<file path="config.mk">
export PLATFORM = sky130hd
export DESIGN_NAME = alu_result_stage
export DESIGN_NICKNAME = d
export VERILOG_FILES = /design/src/rtl/alu_pkg.sv /design/src/rtl/alu_flag_gen.sv /design/src/rtl/alu_result_stage.sv
export SDC_FILE = /design/constraint.sdc
export NUM_CORES = 1
export LEC_CHECK = 0
export ABC_CLOCK_PERIOD_IN_PS = 2000
export CAP_MARGIN = 20
export CORE_MARGIN = 10
export CORE_UTILIZATION = 45
export CTS_CLUSTER_DIAMETER = 60
export DETAILED_ROUTE_END_ITERATION = 8
export PLACE_DENSITY = 0.73
export SLEW_MARGIN = 20
export SYNTH_ARGS = -nofsm -noshare
export SYNTH_HDL_FRONTEND = slang
export SYNTH_HIERARCHICAL = 1
export SYNTH_SLANG_ARGS = --single-unit
</file>
<file path="constraint.sdc">
create_clock -name clk -period 2 [get_ports clk]
set_input_delay 0.5 -clock clk [delete_from_list [all_inputs] [get_ports clk]]
set_output_delay 0.5 -clock clk [all_outputs]
set_load 0.03 [all_outputs]
</file>
<file path="src/rtl/alu_pkg.sv">
// Shared ALU definitions: default widths, opcode tags, result record and
// the occupancy states of the result stage's skid buffer.
package alu_pkg;

  localparam int ALU_WIDTH = 4;
  localparam int ALU_OPW   = 3;

  localparam logic [ALU_OPW-1:0] OP_AND  = 3'd0;
  localparam logic [ALU_OPW-1:0] OP_OR   = 3'd1;
  localparam logic [ALU_OPW-1:0] OP_XOR  = 3'd2;
  localparam logic [ALU_OPW-1:0] OP_NAND = 3'd3;
  localparam logic [ALU_OPW-1:0] OP_NOR  = 3'd4;

  typedef struct packed {
    logic [ALU_WIDTH-1:0] result;
    logic [ALU_OPW-1:0]   op;
    logic                 zero;
    logic                 ones;
    logic                 parity;
  } alu_res_t;

  typedef enum logic [1:0] {
    ST_EMPTY = 2'd0,
    ST_ONE   = 2'd1,
    ST_FULL  = 2'd2
  } skid_state_t;

endpackage

</file>
<file path="src/rtl/alu_flag_gen.sv">
// Combinational zero / all-ones / parity flags for one gate result word.
module alu_flag_gen #(
  parameter int WIDTH = 4
) (
  input  logic [WIDTH-1:0] i_result,
  output logic             o_zero,
  output logic             o_ones,
  output logic             o_parity
);

  assign o_zero   = ~|i_result;
  assign o_ones   = &i_result;
  assign o_parity = ^i_result;

endmodule

</file>
<file path="src/rtl/alu_result_stage.sv">
// Registered output stage for the bitwise gate units: flags captured at input,
// two-entry valid/ready skid buffer toward writeback, wrapping delivery counter.
module alu_result_stage
  import alu_pkg::*;
#(
  parameter int WIDTH = ALU_WIDTH,
  parameter int OPW   = ALU_OPW,
  parameter int CNT_W = 8
) (
  input  logic             clk,
  input  logic             rst_n,
  input  logic             in_valid,
  output logic             in_ready,
  input  logic [WIDTH-1:0] in_result,
  input  logic [OPW-1:0]   in_op,
  output logic             out_valid,
  input  logic             out_ready,
  output logic [WIDTH-1:0] out_result,
  output logic [OPW-1:0]   out_op,
  output logic             out_zero,
  output logic             out_ones,
  output logic             out_parity,
  output logic [CNT_W-1:0] res_count,
  output logic             count_wrap
);

  typedef struct packed {
    logic [WIDTH-1:0] result;
    logic [OPW-1:0]   op;
    logic             zero;
    logic             ones;
    logic             parity;
  } entry_t;

  skid_state_t      r_state;
  logic             r_main_vld;
  logic             r_skid_vld;
  entry_t           r_main;
  entry_t           r_skid;
  logic [CNT_W-1:0] r_cnt;
  logic             r_wrap;

  entry_t           w_in_entry;
  logic             w_zero;
  logic             w_ones;
  logic             w_parity;
  logic             w_in_fire;
  logic             w_out_fire;

  alu_flag_gen #(.WIDTH(WIDTH)) u_flags (
    .i_result (in_result),
    .o_zero   (w_zero),
    .o_ones   (w_ones),
    .o_parity (w_parity)
  );

  assign w_in_entry = '{result: in_result, op: in_op,
                        zero: w_zero, ones: w_ones, parity: w_parity};

  // in_ready comes from the skid flag only, so out_ready never reaches it.
  assign in_ready   = rst_n & ~r_skid_vld;
  assign w_in_fire  = in_valid & in_ready;
  assign w_out_fire = r_main_vld & out_ready;

  always_ff @(posedge clk) begin
    if (!rst_n) begin
      r_state    <= ST_EMPTY;
      r_main_vld <= 1'b0;
      r_skid_vld <= 1'b0;
      r_main     <= '0;
      r_cnt      <= '0;
      r_wrap     <= 1'b0;
    end else begin
      case (r_state)
        ST_EMPTY: begin
          if (w_in_fire) begin
            r_main     <= w_in_entry;
            r_main_vld <= 1'b1;
            r_state    <= ST_ONE;
          end
        end
        ST_ONE: begin
          if (w_in_fire && w_out_fire) begin
            r_main <= w_in_entry;
          end else if (w_in_fire) begin
            r_skid     <= w_in_entry;
            r_skid_vld <= 1'b1;
            r_state    <= ST_FULL;
          end else if (w_out_fire) begin
            r_main_vld <= 1'b0;
            r_state    <= ST_EMPTY;
          end
        end
        ST_FULL: begin
          if (w_out_fire) begin
            r_main     <= r_skid;
            r_skid_vld <= 1'b0;
            r_state    <= ST_ONE;
          end
        end
        default: begin
          r_state    <= ST_EMPTY;
          r_main_vld <= 1'b0;
          r_skid_vld <= 1'b0;
        end
      endcase

      if (w_out_fire) begin
        r_cnt <= r_cnt + 1'b1;
        if (&r_cnt) r_wrap <= 1'b1;
      end
    end
  end

  assign out_valid  = r_main_vld;
  assign out_result = r_main.result;
  assign out_op     = r_main.op;
  assign out_zero   = r_main.zero;
  assign out_ones   = r_main.ones;
  assign out_parity = r_main.parity;
  assign res_count  = r_cnt;
  assign count_wrap = r_wrap;

endmodule

</file>
Yosys cells after proc, flatten, opt, wreduce, memory -nomap -nowiden:

Index checks and enable logic that the tools add are counted.

* bits in registers: 33
* latch bits: 0
* memory bits (writable): 0
* memory bits (read-only): 0
* bits of input ports: 11
* output and inout port bits: 21
* memories: 0

* add/sub/neg operators: 1
* multipliers: 0
* div/mod/pow operators: 0
* $lt $le $gt $ge: 0
* equal/unequal tests: 10
* shift operators: 0
* multiplexer cells: 17
* bitwise logic cells: 7
* reductions and logical operators: 13

Operators by type and width (count)
* $mux W10: 3
* $pmux W10 S3: 1
* $reduce_and A4 Y1: 5
* $ne A2 B2 Y1 const B: 7
* $mux W2: 5
* $reduce_and A9 Y1: 1
* $add A8 B1 Y8 const B: 1
* $pmux W1 S3: 2
* $pmux W2 S3: 1
* $mux W1: 5
* $reduce_and A5 Y1: 1
* $not A1 Y1: 4
* $reduce_or A4 Y1: 1
* $reduce_xor A4 Y1: 1
* $and A1 B1 Y1: 3
* $ne A3 B3 Y1 const B: 1
* $reduce_bool A3 Y1: 1
* $eq A2 B1 Y1 const B: 1
* $eq A2 B2 Y1 const B: 1
* $logic_not A2 Y1: 1
* $logic_and A1 B1 Y1: 1
* $logic_not A1 Y1: 1

Depth between registers and ports, before layout:

Gate-level depths: netlist (run 1).

* depth in word-level cells: 6
* depth in mapped cells: 5
* mapped depth without buffers: 5

Modules after synthesis:

Netlist (run 1), hierarchy kept.

By module, submodules not included
* alu_result_stage: instances 1, cells an instance 131, area each 1451.4 µm², seq. area each 760.7 µm²
* alu_flag_gen: instances 1, cells an instance 11, area each 86.3 µm², seq. area each 0.0 µm²

Least setup slack after synthesis (run 1):

No wires, ideal clock.

* path type: input-to-reg
* from: in rst_n
* to: reg r_skid[0] (netlist name) (enable)
* setup time: 0.343 ns
* arrival: 1.293 ns
* path slack: 0.363 ns
* stages on the path: 3
* path buffers: 1
* cells stage by stage: and4bb_2 > buf_2 > and3_1

* longest elaborated chain between the ends: 5

RTL lines
* start, declared: RTL line alu_result_stage.sv:11 `input logic rst_n,`
* $and A1 B1 Y1: RTL line alu_result_stage.sv:61 `assign in_ready = rst_n & ~r_skid_vld;`
* $and A1 B1 Y1: RTL line alu_result_stage.sv:62 `assign w_in_fire = in_valid & in_ready;`
* $logic_and A1 B1 Y1: RTL line alu_result_stage.sv:83 `if (w_in_fire && w_out_fire) begin`
* $not A1 Y1 (no source line)
* $reduce_and A4 Y1 (no source line) (*)
* end signal, assigned: RTL line alu_result_stage.sv:86 `r_skid <= w_in_entry;`
* end, declared: RTL line alu_result_stage.sv:39 `entry_t r_skid;`

Mark *: on every way between the ends. The rest lies on a longest branch, timed or not.
A chain may end at the register's enable or synchronous reset.

Final worst setup path (run 1):

* from: reg r_cnt[7] (netlist: res_count[7])
* to: out res_count[7]

RTL lines
* start, declared: RTL line alu_result_stage.sv:40 `logic [CNT_W-1:0] r_cnt;`
* start signal, assigned: RTL line alu_result_stage.sv:109 `r_cnt <= r_cnt + 1'b1;`
* end, declared: RTL line alu_result_stage.sv:23 `output logic [CNT_W-1:0] res_count,`

No word-level cell between the ends.

==> results.yml, run 1 <==
outcome:
  status: "completed"
final_layout:
  nFillCells: 290
  final_nets: 202
  drive_above_1_share_pct: 15.5
  diodes: 0
  multi_input_comb_area_um2: 701
  area_delta_synth_final_pct: 32.6
  regArea_um2: 761
sta:
  fmax_mhz: 523
  fin_crit_sh_pct: 95.7
  worst_pin_slew_ns: 0.608
  relSlewSlack_pct: 59.5
  skew_ns: 0.00766
  setup_viol: 0
  rsz0062_at_grt: "no"
  layout_min_cycle_time_ns: 1.91
  fin_setup_tns_ns: 0
  maxSlewViolCount: 0
  finalHoldViolCount: 0
worst_setup_path:
  cp_num_buf_inv: 1
  cp_cell_sequence: "clkdlybuf4s50_1"
  required_ns: 1.50
  start_kind: "register"
  cp.arrival_ns: 1.41
  path_class: "register to primary output"
  cp_top_family: "buffers and inverters"
  endpoint_kind: "primary output"
  crit_path_max_incr_delay_ns: 0.69
  cp_slowest_cell: "clkdlybuf4s50_1"
  crit_fanout: 4
power_and_ir_drop:
  power_uw: 1560
  p_int_uw: 1070
  p_clk_share_pct: 23.1
  ir_worst_vdd_uv: 342
  switchingPower_uw: 486
  powerDensity_nw_per_um2: 763
  p_comb_share_pct: 26.2
  p_leak_uw: 0.000858
  p_sw_share_pct: 31.2
  p_seq_share_pct: 50.7
detailed_routing:
  vias: 1264
  drc: 0
  antenna_left: 0
  dr.pass1.iters: 4
  drt-total-wl_mm: 3.58
  wl_per_cell_um: 15.4
  drt-initial-drc-count: 64
  vias_per_cell: 5.42
clock_tree:
  hold_buffers: 0
  cts.reportedPaths.clkPinSlew_ns: 0.10
  insertion_delay_ns: 0.34
  clockRootBuffer: "clkbuf_4"
  cts.sink_count: 33
  cts_tree: "built"
  h-tree-depth: 2
  clockBufferDepth: 2
  cts_made_buffers: 5
yosys:
  yosysTopAreaCellShare_pct: 29.9
  yosysTopAreaCell: "dfxtp_1"
  syn_inst: 142
  synth-seq-area-share_pct: 49.5
  synth.area.mux_share_pct: 7.81
  yosys.area_share.simple_pct: 15.1
  synth_top_family_by_area: "compound AO/OA/AOI/OAI gates"
  synthAdderAreaFrac_pct: 4.07
  synth-edff-count: 10
  syn_area_um2: 1540
  synthFlopType: "dfxtp_1"
  synth_cell_types: 39
  syn-num-nets: 158
  synth_compound_area_share_pct: 16.4
  syn_area_per_cell_um2: 10.8
  synthArstFlopShare_pct: 0
  synth-seq-cells: 33
  synth-xor-area-share_pct: 2.28
  ys_warn_count: 6
  ys_top_cells_by_area: "dfxtp_1 (30%), edfxtp_1 (20%), a211oi_1 (9.8%)"
floorplanning:
  die_height_um: 78.5
  io_pins: 32
  fp.dieW_um: 78.5
  initial_core_util_pct: 46.4
  rows: 21
  core_um2: 3310
  die_area_um2: 6160
grt:
  gr-total-overflow: 0
  grt_usage_pct: 12.0
  grt_pass1_vias: 1255
  grt_pass1_wl_mm: 5.98
  grt_start_max_net_pins: 21
  antenna_found_initial: 0
placement:
  place_congestion: 0.748
  port_buffers: 31
  hpwl_mm: 2.65
worst_hold_path:
  min_path_type: "register to register"
run:
  drv_cap: 0
cell usage in the layout (no fill, tap or decap), types with 3 or more instances in the layout:
| cell | netlist | routed |
|---|---|---|
| mux2i_1 | 12 | 12 |
| nand2_1 | 8 | 8 |
| inv_1 | 6 | 6 |
| nor2_1 | 6 | 6 |
| a21oi_1 | 6 | 6 |
| clkbuf_4 | 1 | 5 |
| xor2_1 | 3 | 3 |
| buf_4 | 0 | 13 |
| dfxtp_1 | 23 | 23 |
| edfxtp_1 | 10 | 10 |
| clkdlybuf4s50_1 | 0 | 22 |
| dlygate4sd2_1 | 0 | 3 |
| ha_1 | 5 | 5 |
| nand2b_1 | 3 | 3 |
| a211oi_1 | 20 | 20 |
| dlymetal6s2s_1 | 0 | 5 |
metal layers:
metal / vias to the layer above / GRT usage (%) / wire length (µm)
met5: - / 0 / 0
met4: 0 / 5.38 / 61
met3: 6 / 5.35 / 205
met2: 24 / 19.3 / 1850
met1: 609 / 13.4 / 1460
li1: 625 / - / -
stage by stage:
stage | util (%) | cell area (µm²) | cells | hold WS [ns] | setup slack (ns)
after floorplan | - | 1540 | 142 | 0.509 | 0.363
after global placement | 59.8 | 1980 | 225 | 0.459 | 0.0542
after detailed placement | 59.8 | 1980 | 225 | 0.463 | 0.0396
after CTS | 61.2 | 2030 | 233 | 0.485 | 0.0304
after global routing | 61.6 | 2040 | 233 | 0.521 | 0.0362
final | 61.6 | 2040 | 233 | 0.482 | 0.0869
cells by family (layout without fill, tap and decap cells):
kind of cell / Yosys count / count (layout)
simple gates: 38 / 38
compound gates: 36 / 36
flops: 33 / 33
buf+inv: 14 / 59
mux: 12 / 12
fa+ha+maj: 5 / 5
xor+xnor: 4 / 4
Yosys cell counts, types with 3 or more instances:
library cell	instances
ha_1	5
nand2b_1	3
xor2_1	3
dfxtp_1	23
a21oi_1	6
a211oi_1	20
inv_1	6
nor2_1	6
nand2_1	8
edfxtp_1	10
mux2i_1	12
buf_2	4
worst paths after layout:
check | startpoint | to | slack [ns] | cells past startpoint
setup / recovery | res_count[7]$_SDFFE_PN0P_ | res_count[7] | 0.09 | 1
hold / removal | count_wrap$_SDFFE_PN0P_ | count_wrap$_SDFFE_PN0P_ | 0.48 | 2
setup reg to reg | r_state[1]$_SDFFE_PN0P_ | out_zero$_SDFFE_PN0P_ | 0.46 | 3
hold reg to reg | count_wrap$_SDFFE_PN0P_ | count_wrap$_SDFFE_PN0P_ | 0.48 | 2
state kept, by name, indices dropped and copies added (netlist names):
signal,count
out_result,4
count_wrap,1
out_ones,1
out_zero,1
res_count,8
out_op,3
r_state,2
r_skid_vld,1
out_parity,1
r_skid,10
out_valid,1
timing repair:
action,in CTS,in global routing
resized for setup,3,5
cloned,0,0
buffers inserted,0,0
pin swaps,0,0
endpoints found under the setup margin,3,5
worst register-to-register path: cells and delay by family, from the launching register on:
family,cells,cell delay (ns)
AOI/OAI and AO/OA,1,0.27
and+or+nand+nor,1,0.56
muxes,1,0.16
DFF,1,0.47
power by group through the flow:
stage               Sequential [µW]  Clock [µW]  Combinational [µW]
global route                    798         400                 443
detailed placement              806           0                 413
CTS                             791         369                 412
floorplan                       857           0                 188
finish                          789         360                 408
global placement                802           0                 405
final cells by class:
| cell class | count | area share, % |
|---|---|---|
| clock buffers | 6 | 2.02 |
| clock inverters | 2 | 0.491 |
| inverters | 6 | 1.10 |
| multi-input cells | 95 | 34.4 |
| flip-flops and latches | 33 | 37.3 |
| well taps | 46 | 2.82 |
| repair buffers | 45 | 21.9 |
(Power assumes the default switching activity.)
==> run 2, diff against run 1 <==
--- a/config.mk
+++ b/config.mk
@@ -6,7 +6,6 @@
 export NUM_CORES = 1
 export LEC_CHECK = 0
 export ABC_CLOCK_PERIOD_IN_PS = 2000
-export CAP_MARGIN = 20
 export CORE_MARGIN = 10
 export CORE_UTILIZATION = 45
 export CTS_CLUSTER_DIAMETER = 60
==> results of run 2 <==
No change in the layout: final DEF, timing and power equal those of run 1.
==> run 3, diff against run 2 <==
--- a/config.mk
+++ b/config.mk
@@ -7,10 +7,10 @@
 export LEC_CHECK = 0
 export ABC_CLOCK_PERIOD_IN_PS = 2000
 export CORE_MARGIN = 10
-export CORE_UTILIZATION = 45
+export CORE_UTILIZATION = 50
 export CTS_CLUSTER_DIAMETER = 60
 export DETAILED_ROUTE_END_ITERATION = 8
-export PLACE_DENSITY = 0.73
+export PLACE_DENSITY = 0.79
 export SLEW_MARGIN = 20
 export SYNTH_ARGS = -nofsm -noshare
 export SYNTH_HDL_FRONTEND = slang
==> run 3 against run 2 <==
  * Register-to-register slack got worse by 0.06 ns
  * Hold slack improved by 0.0047 ns
  * Design area down 1.0%
  * Sequential share of layout area up 0.39 points
  * Die area decreased by 7.5%
  * Setup slack worse by 0.0041 ns
  * Critical path depth did not move
  * Largest power group unchanged
  * Combinational power up 2%
  * Global-route usage rose by 1.6 points
  * Critical endpoint is now res_count[6]
  * Via count fell by 1.3%
  * Cell count down 6.0%
  * Highest routed layer unchanged
  * Routed wire length is 1.6% higher
==> results.yml, run 3 (synthesis gave the netlist of run 1 again) <==
detailed_routing:
  drc: 0
  drt-total-wl_mm: 3.64
  wl_per_cell_um: 16.6
  vias_per_cell: 5.70
  drt-initial-drc-count: 68
  vias: 1248
  dr.pass1.iters: 4
  antenna_left: 0
final_layout:
  diodes: 0
  largest_reg_flops: 10
  regArea_um2: 761
  nFillCells: 235
  layout_common_cells: "clkdlybuf4s50_1 (24), dfxtp_1 (23), a211oi_1 (20)"
  largest_register: "r_skid"
  layout_commonest_cell: "clkdlybuf4s50_1"
  final_nets: 201
  multi_input_comb_area_um2: 701
  area_delta_synth_final_pct: 31.2
  drive_above_1_share_pct: 14.5
run:
  drv_cap: 0
clock_tree:
  clockBufferDepth: 2
  hold_buffers: 0
  cts.reportedPaths.clkPinSlew_ns: 0.09
  insertion_delay_ns: 0.33
  h-tree-depth: 2
  cts.sink_count: 33
  clockRootBuffer: "clkbuf_4"
  cts_tree: "built"
  cts_made_buffers: 5
sta:
  fin_crit_sh_pct: 95.9
  relSlewSlack_pct: 57.7
  maxSlewViolCount: 0
  rsz0062_at_grt: "no"
  finalHoldViolCount: 0
  fmax_mhz: 522
  setup_viol: 0
  worst_pin_slew_ns: 0.634
  skew_ns: 0.0117
  timing.hold.ws_ns: 0.486
  layout_min_cycle_time_ns: 1.92
outcome:
  status: "completed"
power_and_ir_drop:
  powerDensity_nw_per_um2: 790
  power_uw: 1590
  p_leak_uw: 0.000815
  ir_worst_vdd_uv: 500
floorplanning:
  core_um2: 3000
  die_area_um2: 5690
  die_height_um: 75.5
  io_pins: 32
  initial_core_util_pct: 51.2
  rows: 20
  fp.dieW_um: 75.5
placement:
  place_congestion: 0.847
  port_buffers: 31
  hpwl_mm: 2.71
worst_setup_path:
  cp.arrival_ns: 1.42
  cp_slowest_cell: "clkdlybuf4s50_1"
  crit_path_max_incr_delay_ns: 0.70
  endpoint_kind: "primary output"
  start_kind: "register"
  cp_cell_sequence: "clkdlybuf4s50_1"
  crit_fanout: 5
  cp_num_buf_inv: 1
  path_class: "register to primary output"
  cp_top_family: "buffers and inverters"
  required_ns: 1.50
grt:
  grt_start_max_net_pins: 21
  grt_pass1_wl_mm: 6.00
  grt_usage_pct: 13.6
  grt_pass1_vias: 1272
  antenna_found_initial: 0
  gr-total-overflow: 0
worst_hold_path:
  min_path_type: "register to register"
==> run 3: changes by cell type in the layout (fill, tap and decap cells not counted) <==
cell / change
buf_4: -1
clkbuf_1: +1
clkbuf_8: +1
clkdlybuf4s50_1: +2
clkinv_2: -2
dlymetal6s2s_1: -2
==> run 3: worst paths after layout <==
kind,startpoint,end,slack [ns],depth (start not counted)
max,res_count[6]$_SDFFE_PN0P_,res_count[6],0.08,1
min,count_wrap$_SDFFE_PN0P_,count_wrap$_SDFFE_PN0P_,0.49,2
max reg2reg,r_state[1]$_SDFFE_PN0P_,out_result[0]$_SDFFE_PN0P_,0.40,3
min reg2reg,count_wrap$_SDFFE_PN0P_,count_wrap$_SDFFE_PN0P_,0.49,2
==> run 3: repair_timing <==
item | CTS | global route
resized for setup | 3 | 3
endpoints found under the setup margin | 3 | 3
buffers inserted | 0 | 0
==> run 3: report_power, final <==
| part | switching [µW] | leakage, µW | internal, µW |
|---|---|---|---|
| logic | 221 | 0.000504 | 196 |
| registers | 45.0 | 0.000278 | 744 |
| clock network | 216 | 0.0000326 | 173 |
| total | 481 | 0.000815 | 1110 |
==> run 3: layer usage <==
layer	up-vias	track usage (%)	wire length, µm
met4	0	5.15	51
li1	619	-	-
met3	7	4.56	163
met1	597	14.9	1500
met5	-	0	0
met2	25	23.8	1920
==> run 3: worst register-to-register path, stage by stage, from the launching register on <==
cell and delay (ns):
dfxtp_1 0.46, and2b_1 0.58, mux2i_1 0.18, a211oi_1 0.29
==> run 3: final cells by class <==
cell class / count / share of cell area [%]
clock buffer: 8 / 2.91
inverter: 6 / 1.12
multi-input combinational: 95 / 34.7
sequential: 33 / 37.7
tap: 33 / 2.05
timing repair buffer: 44 / 21.5
==> run 3: stage by stage <==
| step | TNS, ns | setup WS [ns] | utilization (%) | area, µm² | std cells |
|---|---|---|---|---|---|
| 3_3_place_gp | 0 | 0.0281 | 65.1 | 1960 | 211 |
| 2_1_floorplan | 0 | 0.363 | - | 1540 | 142 |
| 4_1_cts | 0 | 0.00433 | 67.0 | 2010 | 219 |
| 6_report | 0 | 0.0828 | 67.2 | 2020 | 219 |
| 5_1_grt | 0 | 0.0229 | 67.2 | 2020 | 219 |
| 3_5_place_dp | -0.0927 | -0.0397 | 65.1 | 1960 | 211 |
